$ cat config.mk
export PLATFORM = sky130hd
export DESIGN_NAME = i2c_multi_target
export DESIGN_NICKNAME = d
export VERILOG_FILES = /design/src/rtl/i2c_multi_target.sv
export SDC_FILE = /design/constraint.sdc
export NUM_CORES = 1
export LEC_CHECK = 0
export CAP_MARGIN = 25
export CORE_MARGIN = 1
export CORE_UTILIZATION = 40
export DETAILED_ROUTE_END_ITERATION = 12
export SYNTH_ARGS = -nofsm -noshare
export SYNTH_HDL_FRONTEND = slang
export SYNTH_SLANG_ARGS = --single-unit
$ cat constraint.sdc
create_clock -name clk_i -period 3.9 [get_ports clk_i]
set_input_delay 0.975 -clock clk_i [delete_from_list [all_inputs] [get_ports clk_i]]
set_output_delay 0.975 -clock clk_i [all_outputs]
set_load 0.01 [all_outputs]
$ cat src/rtl/i2c_multi_target.sv
// Oversampled I2C target answering NUM_ADDRS consecutive 7-bit addresses, with byte streaming ports.
// Optional macro I2C_CLK_STRETCH_EN: adds scl_o and stretches SCL instead of underrunning reads.
module i2c_multi_target #(
  parameter int I2C_ADDR_WIDTH = 7,
  parameter int I2C_DATA_WIDTH = 8,
  parameter logic [I2C_ADDR_WIDTH-1:0] BASE_ADDR = 7'h22,
  parameter int NUM_ADDRS = 1,
  parameter int SYNC_STAGES = 2,
  localparam int CHAN_W = (NUM_ADDRS > 1) ? $clog2(NUM_ADDRS) : 1
) (
  input  logic                      clk_i,
  input  logic                      rst_n_i,
  input  logic                      scl_i,
  input  logic                      sda_i,
  output logic                      sda_o,
`ifdef I2C_CLK_STRETCH_EN
  output logic                      scl_o,
`endif
  output logic [I2C_DATA_WIDTH-1:0] wr_data_o,
  output logic                      wr_valid_o,
  output logic [CHAN_W-1:0]         wr_chan_o,
  input  logic [I2C_DATA_WIDTH-1:0] rd_data_i,
  input  logic                      rd_valid_i,
  output logic                      rd_ready_o,
  output logic                      rd_underrun_o,
  output logic                      start_o,
  output logic                      stop_o,
  output logic                      busy_o,
  output logic                      op_o
);

  localparam int DW    = I2C_DATA_WIDTH;
  localparam int RX_W  = (DW > I2C_ADDR_WIDTH + 1) ? DW : I2C_ADDR_WIDTH + 1;
  localparam int CNT_W = $clog2(RX_W + 1);
  localparam logic [I2C_ADDR_WIDTH:0] NUM_A = (I2C_ADDR_WIDTH + 1)'(NUM_ADDRS);

  typedef enum logic [2:0] {
    IDLE, ADDR, ADDR_ACK, WRITE, WRITE_ACK, READ, READ_ACK, WAIT_STOP
  } state_t;

  logic [SYNC_STAGES-1:0] scl_sync_reg, sda_sync_reg;
  logic                   scl_hist_reg, sda_hist_reg;
  logic                   scl_s, sda_s, scl_rise, scl_fall, start_det, stop_det;

  state_t                state_reg, state_next;
  logic [CNT_W-1:0]      bit_cnt_reg, bit_cnt_next;
  logic [RX_W-1:0]       rx_reg, rx_next;
  logic [DW-1:0]         tx_reg, tx_next;
  logic [DW-1:0]         wr_data_reg, wr_data_next;
  logic [CHAN_W-1:0]     chan_reg, chan_next;
  logic                  sda_reg, sda_next;
  logic                  busy_reg, busy_next;
  logic                  op_reg, op_next;
  logic                  nack_reg, nack_next;
  logic                  stretch_reg, stretch_next;
  logic                  wr_valid_reg, wr_valid_next;
  logic                  start_reg, start_next;
  logic                  stop_reg, stop_next;
  logic                  rd_ready, rd_underrun, load_req;
  logic [DW-1:0]         load_word;
  logic [I2C_ADDR_WIDTH-1:0] addr_diff;
  logic                  addr_match;

  always_ff @(posedge clk_i) begin
    if (!rst_n_i) begin
      scl_sync_reg <= '1;
      sda_sync_reg <= '1;
      scl_hist_reg <= 1'b1;
      sda_hist_reg <= 1'b1;
    end else begin
      scl_sync_reg <= {scl_sync_reg[SYNC_STAGES-2:0], scl_i};
      sda_sync_reg <= {sda_sync_reg[SYNC_STAGES-2:0], sda_i};
      scl_hist_reg <= scl_s;
      sda_hist_reg <= sda_s;
    end
  end

  assign scl_s     = scl_sync_reg[SYNC_STAGES-1];
  assign sda_s     = sda_sync_reg[SYNC_STAGES-1];
  assign scl_rise  = scl_s & ~scl_hist_reg;
  assign scl_fall  = ~scl_s & scl_hist_reg;
  assign start_det = scl_s & scl_hist_reg & sda_hist_reg & ~sda_s;
  assign stop_det  = scl_s & scl_hist_reg & ~sda_hist_reg & sda_s;

  // Unsigned wrap makes addresses below BASE_ADDR land far above NUM_ADDRS.
  assign addr_diff  = rx_reg[I2C_ADDR_WIDTH:1] - BASE_ADDR;
  assign addr_match = {1'b0, addr_diff} < NUM_A;

  always_ff @(posedge clk_i) begin
    if (!rst_n_i) begin
      state_reg    <= IDLE;
      bit_cnt_reg  <= '0;
      rx_reg       <= '0;
      tx_reg       <= '0;
      wr_data_reg  <= '0;
      chan_reg     <= '0;
      sda_reg      <= 1'b1;
      busy_reg     <= 1'b0;
      op_reg       <= 1'b0;
      nack_reg     <= 1'b0;
      stretch_reg  <= 1'b0;
      wr_valid_reg <= 1'b0;
      start_reg    <= 1'b0;
      stop_reg     <= 1'b0;
    end else begin
      state_reg    <= state_next;
      bit_cnt_reg  <= bit_cnt_next;
      rx_reg       <= rx_next;
      tx_reg       <= tx_next;
      wr_data_reg  <= wr_data_next;
      chan_reg     <= chan_next;
      sda_reg      <= sda_next;
      busy_reg     <= busy_next;
      op_reg       <= op_next;
      nack_reg     <= nack_next;
      stretch_reg  <= stretch_next;
      wr_valid_reg <= wr_valid_next;
      start_reg    <= start_next;
      stop_reg     <= stop_next;
    end
  end

  always_comb begin
    state_next    = state_reg;
    bit_cnt_next  = bit_cnt_reg;
    rx_next       = rx_reg;
    tx_next       = tx_reg;
    wr_data_next  = wr_data_reg;
    chan_next     = chan_reg;
    sda_next      = sda_reg;
    busy_next     = busy_reg;
    op_next       = op_reg;
    nack_next     = nack_reg;
    stretch_next  = stretch_reg;
    wr_valid_next = 1'b0;
    start_next    = 1'b0;
    stop_next     = 1'b0;
    rd_ready      = 1'b0;
    rd_underrun   = 1'b0;
    load_req      = stretch_reg;
`ifdef I2C_CLK_STRETCH_EN
    load_word     = rd_data_i;
`else
    load_word     = rd_valid_i ? rd_data_i : {DW{1'b1}};
`endif

    case (state_reg)
      ADDR: begin
        if (scl_rise) begin
          rx_next      = {rx_reg[RX_W-2:0], sda_s};
          bit_cnt_next = bit_cnt_reg + CNT_W'(1);
        end else if (scl_fall && bit_cnt_reg == CNT_W'(I2C_ADDR_WIDTH + 1)) begin
          bit_cnt_next = '0;
          if (addr_match) begin
            state_next = ADDR_ACK;
            sda_next   = 1'b0;
            op_next    = rx_reg[0];
            chan_next  = addr_diff[CHAN_W-1:0];
          end else begin
            state_next = WAIT_STOP;
          end
        end
      end
      ADDR_ACK: begin
        if (scl_fall) begin
          sda_next     = 1'b1;
          bit_cnt_next = '0;
          if (op_reg) load_req = 1'b1;
          else        state_next = WRITE;
        end
      end
      WRITE: begin
        if (scl_rise) begin
          rx_next      = {rx_reg[RX_W-2:0], sda_s};
          bit_cnt_next = bit_cnt_reg + CNT_W'(1);
        end else if (scl_fall && bit_cnt_reg == CNT_W'(DW)) begin
          wr_valid_next = 1'b1;
          wr_data_next  = rx_reg[DW-1:0];
          state_next    = WRITE_ACK;
          sda_next      = 1'b0;
          bit_cnt_next  = '0;
        end
      end
      WRITE_ACK: begin
        if (scl_fall) begin
          sda_next   = 1'b1;
          state_next = WRITE;
        end
      end
      READ: begin
        if (scl_fall && !stretch_reg) begin
          if (bit_cnt_reg == CNT_W'(DW)) begin
            sda_next   = 1'b1;
            state_next = READ_ACK;
          end else begin
            sda_next     = tx_reg[DW-1];
            tx_next      = tx_reg << 1;
            bit_cnt_next = bit_cnt_reg + CNT_W'(1);
          end
        end
      end
      READ_ACK: begin
        if (scl_rise) begin
          nack_next = sda_s;
        end else if (scl_fall) begin
          if (nack_reg) state_next = WAIT_STOP;
          else          load_req = 1'b1;
        end
      end
      default: ;
    endcase

    // Byte load happens on the falling edge that opens the first data bit.
    if (load_req) begin
`ifdef I2C_CLK_STRETCH_EN
      stretch_next = !rd_valid_i;
      rd_ready     = rd_valid_i;
`else
      rd_ready     = 1'b1;
      rd_underrun  = !rd_valid_i;
`endif
      state_next = READ;
      if (rd_ready) begin
        sda_next     = load_word[DW-1];
        tx_next      = load_word << 1;
        bit_cnt_next = CNT_W'(1);
      end else begin
        sda_next     = 1'b1;
        bit_cnt_next = '0;
      end
    end

    if (start_det) begin
      state_next    = ADDR;
      bit_cnt_next  = '0;
      busy_next     = 1'b1;
      start_next    = 1'b1;
      sda_next      = 1'b1;
      stretch_next  = 1'b0;
      rd_ready      = 1'b0;
      rd_underrun   = 1'b0;
    end else if (stop_det) begin
      state_next    = IDLE;
      busy_next     = 1'b0;
      stop_next     = 1'b1;
      sda_next      = 1'b1;
      stretch_next  = 1'b0;
      rd_ready      = 1'b0;
      rd_underrun   = 1'b0;
    end
  end

  assign sda_o         = sda_reg;
`ifdef I2C_CLK_STRETCH_EN
  assign scl_o         = ~stretch_reg;
`endif
  assign wr_data_o     = wr_data_reg;
  assign wr_valid_o    = wr_valid_reg;
  assign wr_chan_o     = chan_reg;
  assign rd_ready_o    = rd_ready;
  assign rd_underrun_o = rd_underrun;
  assign start_o       = start_reg;
  assign stop_o        = stop_reg;
  assign busy_o        = busy_reg;
  assign op_o          = op_reg;

endmodule

# Yosys cells after proc, flatten, opt, wreduce, memory -nomap -nowiden
# Index checks and enable logic that the tools add are counted.
# Widths: inputs -> output; s select.
dict set report word_totals {
  reg_bits 44
  inputBits 13
  output_inout_bits 17
  word_cells 172
}
dict set report op_classes {
  addsub 2
  n_lt_le_gt_ge 1
  n_eq_ne 50
  mux 56
  n_bitwise 14
  n_reduce_logical 29
}
# operator count
set ops {}
lappend ops {{$ne 5x5->1 const B} 12}
lappend ops {{$mux 3} 14}
lappend ops {{$ne 3x3->1 const B} 14}
lappend ops {{$mux 8} 5}
lappend ops {{$reduce_and 13->1} 3}
lappend ops {{$mux 1} 28}
lappend ops {{$ne 2x2->1 const B} 14}
lappend ops {{$mux 4} 5}
lappend ops {{$pmux 3 s6} 1}
lappend ops {{$pmux 4 s3} 1}
lappend ops {{$reduce_and 5->1} 2}
lappend ops {{$eq 3x3->1 const B} 3}
lappend ops {{$reduce_bool 9->1} 1}
lappend ops {{$reduce_or 3->1} 3}
lappend ops {{$reduce_and 8->1} 1}
lappend ops {{$and 1x1->1} 7}
lappend ops {{$lt 7x1->1 const B} 1}
lappend ops {{$not 1->1} 7}
lappend ops {{$reduce_bool 7->1} 1}
lappend ops {{$sub 7x6->7 const B} 1}
lappend ops {{$eq 3x2->1 const B} 2}
lappend ops {{$ne 3x1->1 const B} 2}
lappend ops {{$reduce_and 3->1} 2}
lappend ops {{$reduce_bool 2->1} 3}
lappend ops {{16 further kinds} 19}

# Longest topological paths before layout
# Gate-level depths: netlist of run 1.
dict set report depth {
  depth_word 9
  depth_mapped 7
  ltp_nobuf 7
}

# Worst setup path before layout of run 1
# No wires, ideal clock.
dict set report synth_path {
  path_kind {input port to output port}
  start {input rd_valid_i}
  end {output rd_underrun_o}
  t_arrival_ns 1.144
  t_required_ns 2.925
  path_slack_ns 1.781
  stages 1
  n_path_buf 0
  cell_sequence {nor2_1}
}
dict set report synth_between {
  elab_chain_len 4
}
# item line
set synth_lines {}
lappend synth_lines {{from (decl)} 23} ;# input logic rd_valid_i,
lappend synth_lines {{$logic_not 1->1} 220} ;# rd_underrun = !rd_valid_i;
lappend synth_lines {{$mux 1} 214} ;# if (load_req) begin
lappend synth_lines {{$mux 1} 242} ;# end else if (stop_det) begin
lappend synth_lines {{$mux 1} 233} ;# if (start_det) begin
lappend synth_lines {{to (decl)} 25} ;# output logic rd_underrun_o,
# Every way passes these cells.

# Worst setup path in the final report of run 1
dict set report layout_path {
  start {register state_reg[1]}
  end {output rd_ready_o}
}
dict set report layout_between {
  elab_chain_len 5
  elab_cells_between_ends 6
  classes_between {2 x eq/ne; 4 x mux}
}
# item line
set layout_lines {}
lappend layout_lines {{from (decl)} 45} ;# state_t state_reg, state_next;
lappend layout_lines {{from (signal assigned)} 106} ;# state_reg <= state_next;
lappend layout_lines {{$eq 3x3->1 or $eq 3x2->1 (tied branches)} 147} ;# case (state_reg)
lappend layout_lines {{$pmux 1 s2 *} 147}
lappend layout_lines {{$mux 1 *} 214}
lappend layout_lines {{$mux 1 *} 242}
lappend layout_lines {{$mux 1 *} 233}
lappend layout_lines {{to (decl)} 24} ;# output logic rd_ready_o,
# Mark *: on every way between the ends. The rest lies on a longest branch, timed or not.

==> results of run 1 <==
cell type report:
| cell class | instances | area [µm²] |
|---|---|---|
| Clock buffer | 7 | 96.3 |
| Clock inverter | 1 | 30.0 |
| Fill cell | 463 | 2330 |
| Inverter | 7 | 26.3 |
| Multi-Input combinational cell | 168 | 1040 |
| Sequential cell | 44 | 881 |
| Tap cell | 67 | 83.8 |
| Timing Repair Buffer | 30 | 298 |
metrics by stage:
stage | hold WS (ps) | power [mW] | instance area (µm²)
2_1_floorplan | 386 | 0.490 | 2020
3_3_place_gp | 396 | 0.508 | 2330
3_5_place_dp | 398 | 0.508 | 2330
4_1_cts | 417 | 0.886 | 2460
5_1_grt | 425 | 0.909 | 2460
6_report | 412 | 0.879 | 2460
kinds of logic (layout without fill, tap and decap cells):
kind of cell | Yosys count | count (layout) | synth area share
mux | 11 | 11 | 0.0569
simple gates | 100 | 100 | 0.264
flops | 44 | 44 | 0.436
xor+xnor | 2 | 2 | 0.00866
fa+ha+maj | 2 | 2 | 0.0124
buf+inv | 18 | 45 | 0.0489
compound gates | 53 | 53 | 0.174
worst min path at each step:
stage / start / endpoint / slack (ps) / cells past startpoint
finish: sda_sync_reg[0]$_SDFF_PN1_ / sda_sync_reg[1]$_SDFF_PN1_ / 410 / 1
global route: sda_sync_reg[0]$_SDFF_PN1_ / sda_sync_reg[1]$_SDFF_PN1_ / 430 / 1
CTS: sda_sync_reg[0]$_SDFF_PN1_ / sda_sync_reg[1]$_SDFF_PN1_ / 420 / 1
detailed placement: sda_sync_reg[0]$_SDFF_PN1_ / sda_sync_reg[1]$_SDFF_PN1_ / 400 / 1
global placement: sda_sync_reg[0]$_SDFF_PN1_ / sda_sync_reg[1]$_SDFF_PN1_ / 400 / 1
floorplan: scl_sync_reg[0]$_SDFF_PN1_ / scl_sync_reg[1]$_SDFF_PN1_ / 390 / 1
where the power goes:
group          leakage [nW]  total [mW]  switching (mW)  internal [mW]
Combinational         0.483      0.0386          0.0183         0.0203
Sequential            0.356       0.459         0.00588          0.453
Clock                0.0645       0.382           0.156          0.226
Total                 0.903       0.879           0.180          0.699
cells in the final DEF, fill, tap and decap left out, types with 2 or more instances in the layout:
cell type	count
a211o_4	2
a21boi_0	2
dfxtp_1	44
nand2_1	38
nor2_1	18
nor3_1	3
ha_1	2
mux2i_1	10
a21oi_1	13
and3_1	3
clkdlybuf4s50_1	29
o21ai_0	14
nand3b_1	4
a31oi_1	9
nand3_1	5
clkbuf_8	7
nand2b_1	14
and2b_1	2
inv_1	6
layer usage:
| layer | track usage | vias to the layer above | part of all wire | routed length [µm] |
|---|---|---|---|---|
| li1 | - | 853 | - | - |
| met1 | 0.229 | 736 | 0.53 | 2140 |
| met2 | 0.245 | 30 | 0.43 | 1730 |
| met3 | 0.0290 | 5 | 0.032 | 128 |
| met4 | 0.0784 | 0 | 0.017 | 68 |
| met5 | 0 | - | 0 | 0 |
worst max-delay path, cell delays in order, from the launching register on:
cell and delay [ps]:
dfxtp_1 560, nand2b_1 190, a211o_4 340, inv_2 190, clkdlybuf4s50_1 580
==> impl_metrics.ini, run 1 <==
[status]
status = complete, no violations

[detailed_routing]
drc = 0
drt_iter0_markers = 79
vias = 1624
detail-route-antenna-nets = 0
dr.pass1.iters = 4
wirelength_um = 4060
wire_per_inst_um = 12.5
via_per_inst = 5.01

[global_route]
grt_pass1_vias = 1436
grt_overflow_total = 0
grt_usage = 0.164
grt_pass1_wl_um = 6730
antenna_found_initial = 0
grt_max_degree = 29

[timing]
final-hold-violation-count = 0
setup-tns-final_ps = 0
final.min_clock_period_ps = 3150
slew_headroom = 0.656
worst_slack_ps = 750
skew_ps = 8.60
finalCritPeriodShare = 0.808
drv_slew = 0
tightest_slew_ps = 511
max_freq_mhz = 317
grt_setup_unrepaired = no
setup_viol = 0

[worst_setup_path]
r2r_slack_ps = 1900
crit_required_ps = 2920
end_kind = primary output
cp-start-kind = flop
r2r_end = bit_cnt_reg[1]$_SDFFE_PP0P_
cp-startpoint = state_reg[1]$_SDFFE_PP0P_
ff2ff_path_depth = 7
worstSetupPathType = flop to primary output
cp_max_fo = 14
critPathArrivalTime_ps = 2180
reg2reg_from = bit_cnt_reg[0]$_SDFFE_PP0P_
crit_end = rd_ready_o

[placed_design]
place.gp.congestion = 0.864
hpwlAfterDp_um = 2860
dp_cells = 316
dp_slack_ps = 854
io_buffers = 29

[floorplan]
row_count = 25
die-area_um2 = 5340
start_util = 0.422
ioPinCount = 30
coreArea_um2 = 4790
die_y_um = 73.1
die_width_um = 73.1

[logic_synthesis]
yosys.area.top_type = dfxtp_1
synth-main-ff-cell = dfxtp_1
yosysMostFrequentCell = dfxtp_1
yosysUniqueCellTypes = 51
netlist_top_cells_area = dfxtp_1 (44%), nand2_1 (7.1%), mux2i_1 (5.0%)
yosysTopAreaCellShare = 0.436
synth-edff-count = 0
avgSynthCellArea_um2 = 8.79
synth_cells = 230
syn-num-nets = 245
ys_seq_area_frac = 0.436
yosys-top-cells-count = dfxtp_1 (44), nand2_1 (38), nor2_1 (18)
yosys_register_bits = 44
postSynth.asyncResetShare = 0
syn_area_um2 = 2020
ys_warn_count = 0

[clock_network]
cts_hold_buf = 0
ctsHtreeMaxLevel = 2
clockRootBuffer = clkbuf_8
cts.sinks = 44
cts_buffer_depth = 2
clkLatencyLatePin_ps = 300
cts_tree = done
cts_buffers = 5
post-cts-setup-buffers = 0
cts_resized = 0
clkTransAtPathRegs_ps = 90

[hold_path]
worstHoldPathType = flop to flop

[layout]
syn2layout_area_growth_pct = 21.5
stdcell_count = 324
nets = 271
antennaDiodeCount = 0
layout-drive-gt1-share = 0.0895
utilization = 0.513

[pwr]
ir_drop_v = 0.000154
leakage_nw = 0.903
cellPowerDensity_nw_per_um2 = 358

[run]
maxCapViolations = 0
Power figures use the tool's default switching activity.
==> run 2: changes to the inputs <==
==> constraint.sdc (replaced) <==
create_clock -name clk_i -period 3.2 [get_ports clk_i]
set_input_delay 0.8 -clock clk_i [delete_from_list [all_inputs] [get_ports clk_i]]
set_output_delay 0.8 -clock clk_i [all_outputs]
set_load 0.01 [all_outputs]
==> run 2 against run 1 <==
Core utilization down 0.71 points. Clock skew down 0.59 ps. Final area down 1.4%. Global-route usage down 0.54 points. Sequential power up 22%. Non-clock buffer count unchanged. Hold slack worse by 1.9 ps. Via count down 0.12%. Routed wire length down 2.5%. Sequential share of layout area up 0.50 points. Die area unchanged. Clock-buffer cell count down 1.
==> impl_metrics.ini, run 2 (synthesis results as in run 1) <==
[status]
status = complete, no violations

[placed_design]
dp_slack_ps = 545
hpwlAfterDp_um = 2830
place_area_um2 = 2330
io_buffers = 29
place.gp.congestion = 0.859

[global_route]
antenna_found_initial = 0
grt_pass1_vias = 1403
grt_overflow_total = 0
grt_max_degree = 29
grt_usage = 0.159
grt_pass1_wl_um = 6470

[run]
maxCapViolations = 0

[worst_setup_path]
cp-start-kind = flop
critPathBufInv = 2
end_kind = primary output
max_stage_delay_ps = 590
ff2ff_path_depth = 7
crit_family = buffers and inverters
worstSetupPathType = flop to primary output
cp_cell_sequence = nand2b_1, a211o_4, inv_2, clkdlybuf4s50_1
cp.depth = 4
critPathArrivalTime_ps = 2160
crit_required_ps = 2400
cp_slowest_cell = dfxtp_1
cp_max_fo = 15

[pwr]
leakage_nw = 0.890
ir_drop_v = 0.000217
cellPowerDensity_nw_per_um2 = 397

[timing]
max_freq_mhz = 338
final-hold-violation-count = 0
setup-tns-final_ps = 0
grt_setup_unrepaired = no
drv_slew = 0
tightest_slew_ps = 526
slew_headroom = 0.646
finalCritPeriodShare = 0.925
skew_ps = 8.01
hold_slack_ps = 410
final.min_clock_period_ps = 2960
setup_viol = 0
worst_slack_ps = 239

[hold_path]
worstHoldPathType = flop to flop
holdPathStages = 1

[clock_network]
cts_hold_buf = 0
ctsHtreeMaxLevel = 2
clkLatencyLatePin_ps = 290
cts_tree = done
cts_buffer_depth = 2
cts.sinks = 44
clockRootBuffer = clkbuf_8
post-cts-setup-buffers = 0
clkTransAtPathRegs_ps = 80
cts_resized = 0
cts_buffers = 5

[layout]
nets = 271
antennaDiodeCount = 0
final_cell_mix = dfxtp_1 (44), nand2_1 (38), clkdlybuf4s50_1 (29)
syn2layout_area_growth_pct = 19.9
mostFrequentLayoutCell = dfxtp_1
finish.instance_area_um2 = 2420
utilization = 0.506
layout-drive-gt1-share = 0.0895

[detailed_routing]
vias = 1622
drc = 0
wire_per_inst_um = 12.2
detail-route-antenna-nets = 0
dr.pass1.iters = 4
via_per_inst = 5.01
drt_iter0_markers = 124
wirelength_um = 3960

[floorplan]
die_width_um = 73.1
coreArea_um2 = 4790
die-area_um2 = 5340
ioPinCount = 30
start_util = 0.422
die_y_um = 73.1
row_count = 25
==> run 2: final timing paths <==
check                              start                     endpoint  slack (ps)
min           sda_sync_reg[0]$_SDFF_PN1_   sda_sync_reg[1]$_SDFF_PN1_         410
max            state_reg[2]$_SDFFE_PP0P_                   rd_ready_o         240
max reg2reg  bit_cnt_reg[0]$_SDFFE_PP0P_  bit_cnt_reg[1]$_SDFFE_PP0P_        1220
min reg2reg   sda_sync_reg[0]$_SDFF_PN1_   sda_sync_reg[1]$_SDFF_PN1_         410
==> run 2: routing by layer <==
metal | part of all wire | track usage
met1 | 0.50 | 0.231
met2 | 0.44 | 0.229
met3 | 0.053 | 0.0414
met4 | 0.0035 | 0.0458
met5 | 0 | 0
==> run 2: through the flow <==
step / total power, mW / instances
after floorplan: 0.597 / 230
after global placement: 0.620 / 316
after detailed placement: 0.619 / 316
after CTS: 0.976 / 324
after global routing: 1.00 / 324
final: 0.962 / 324
==> run 2: final cells by class <==
cell class	instances	area (µm²)
inverters	7	26.3
clock inverters	2	10.0
clock buffers	6	82.6
well taps	67	83.8
multi-input cells	168	1040
fillers	460	2360
repair buffers	30	298
flip-flops and latches	44	881
==> run 2: where the power goes <==
group	switching (mW)	total (mW)	internal [mW]
Sequential	0.00689	0.559	0.552
Combinational	0.0225	0.0472	0.0247
Clock	0.183	0.356	0.172
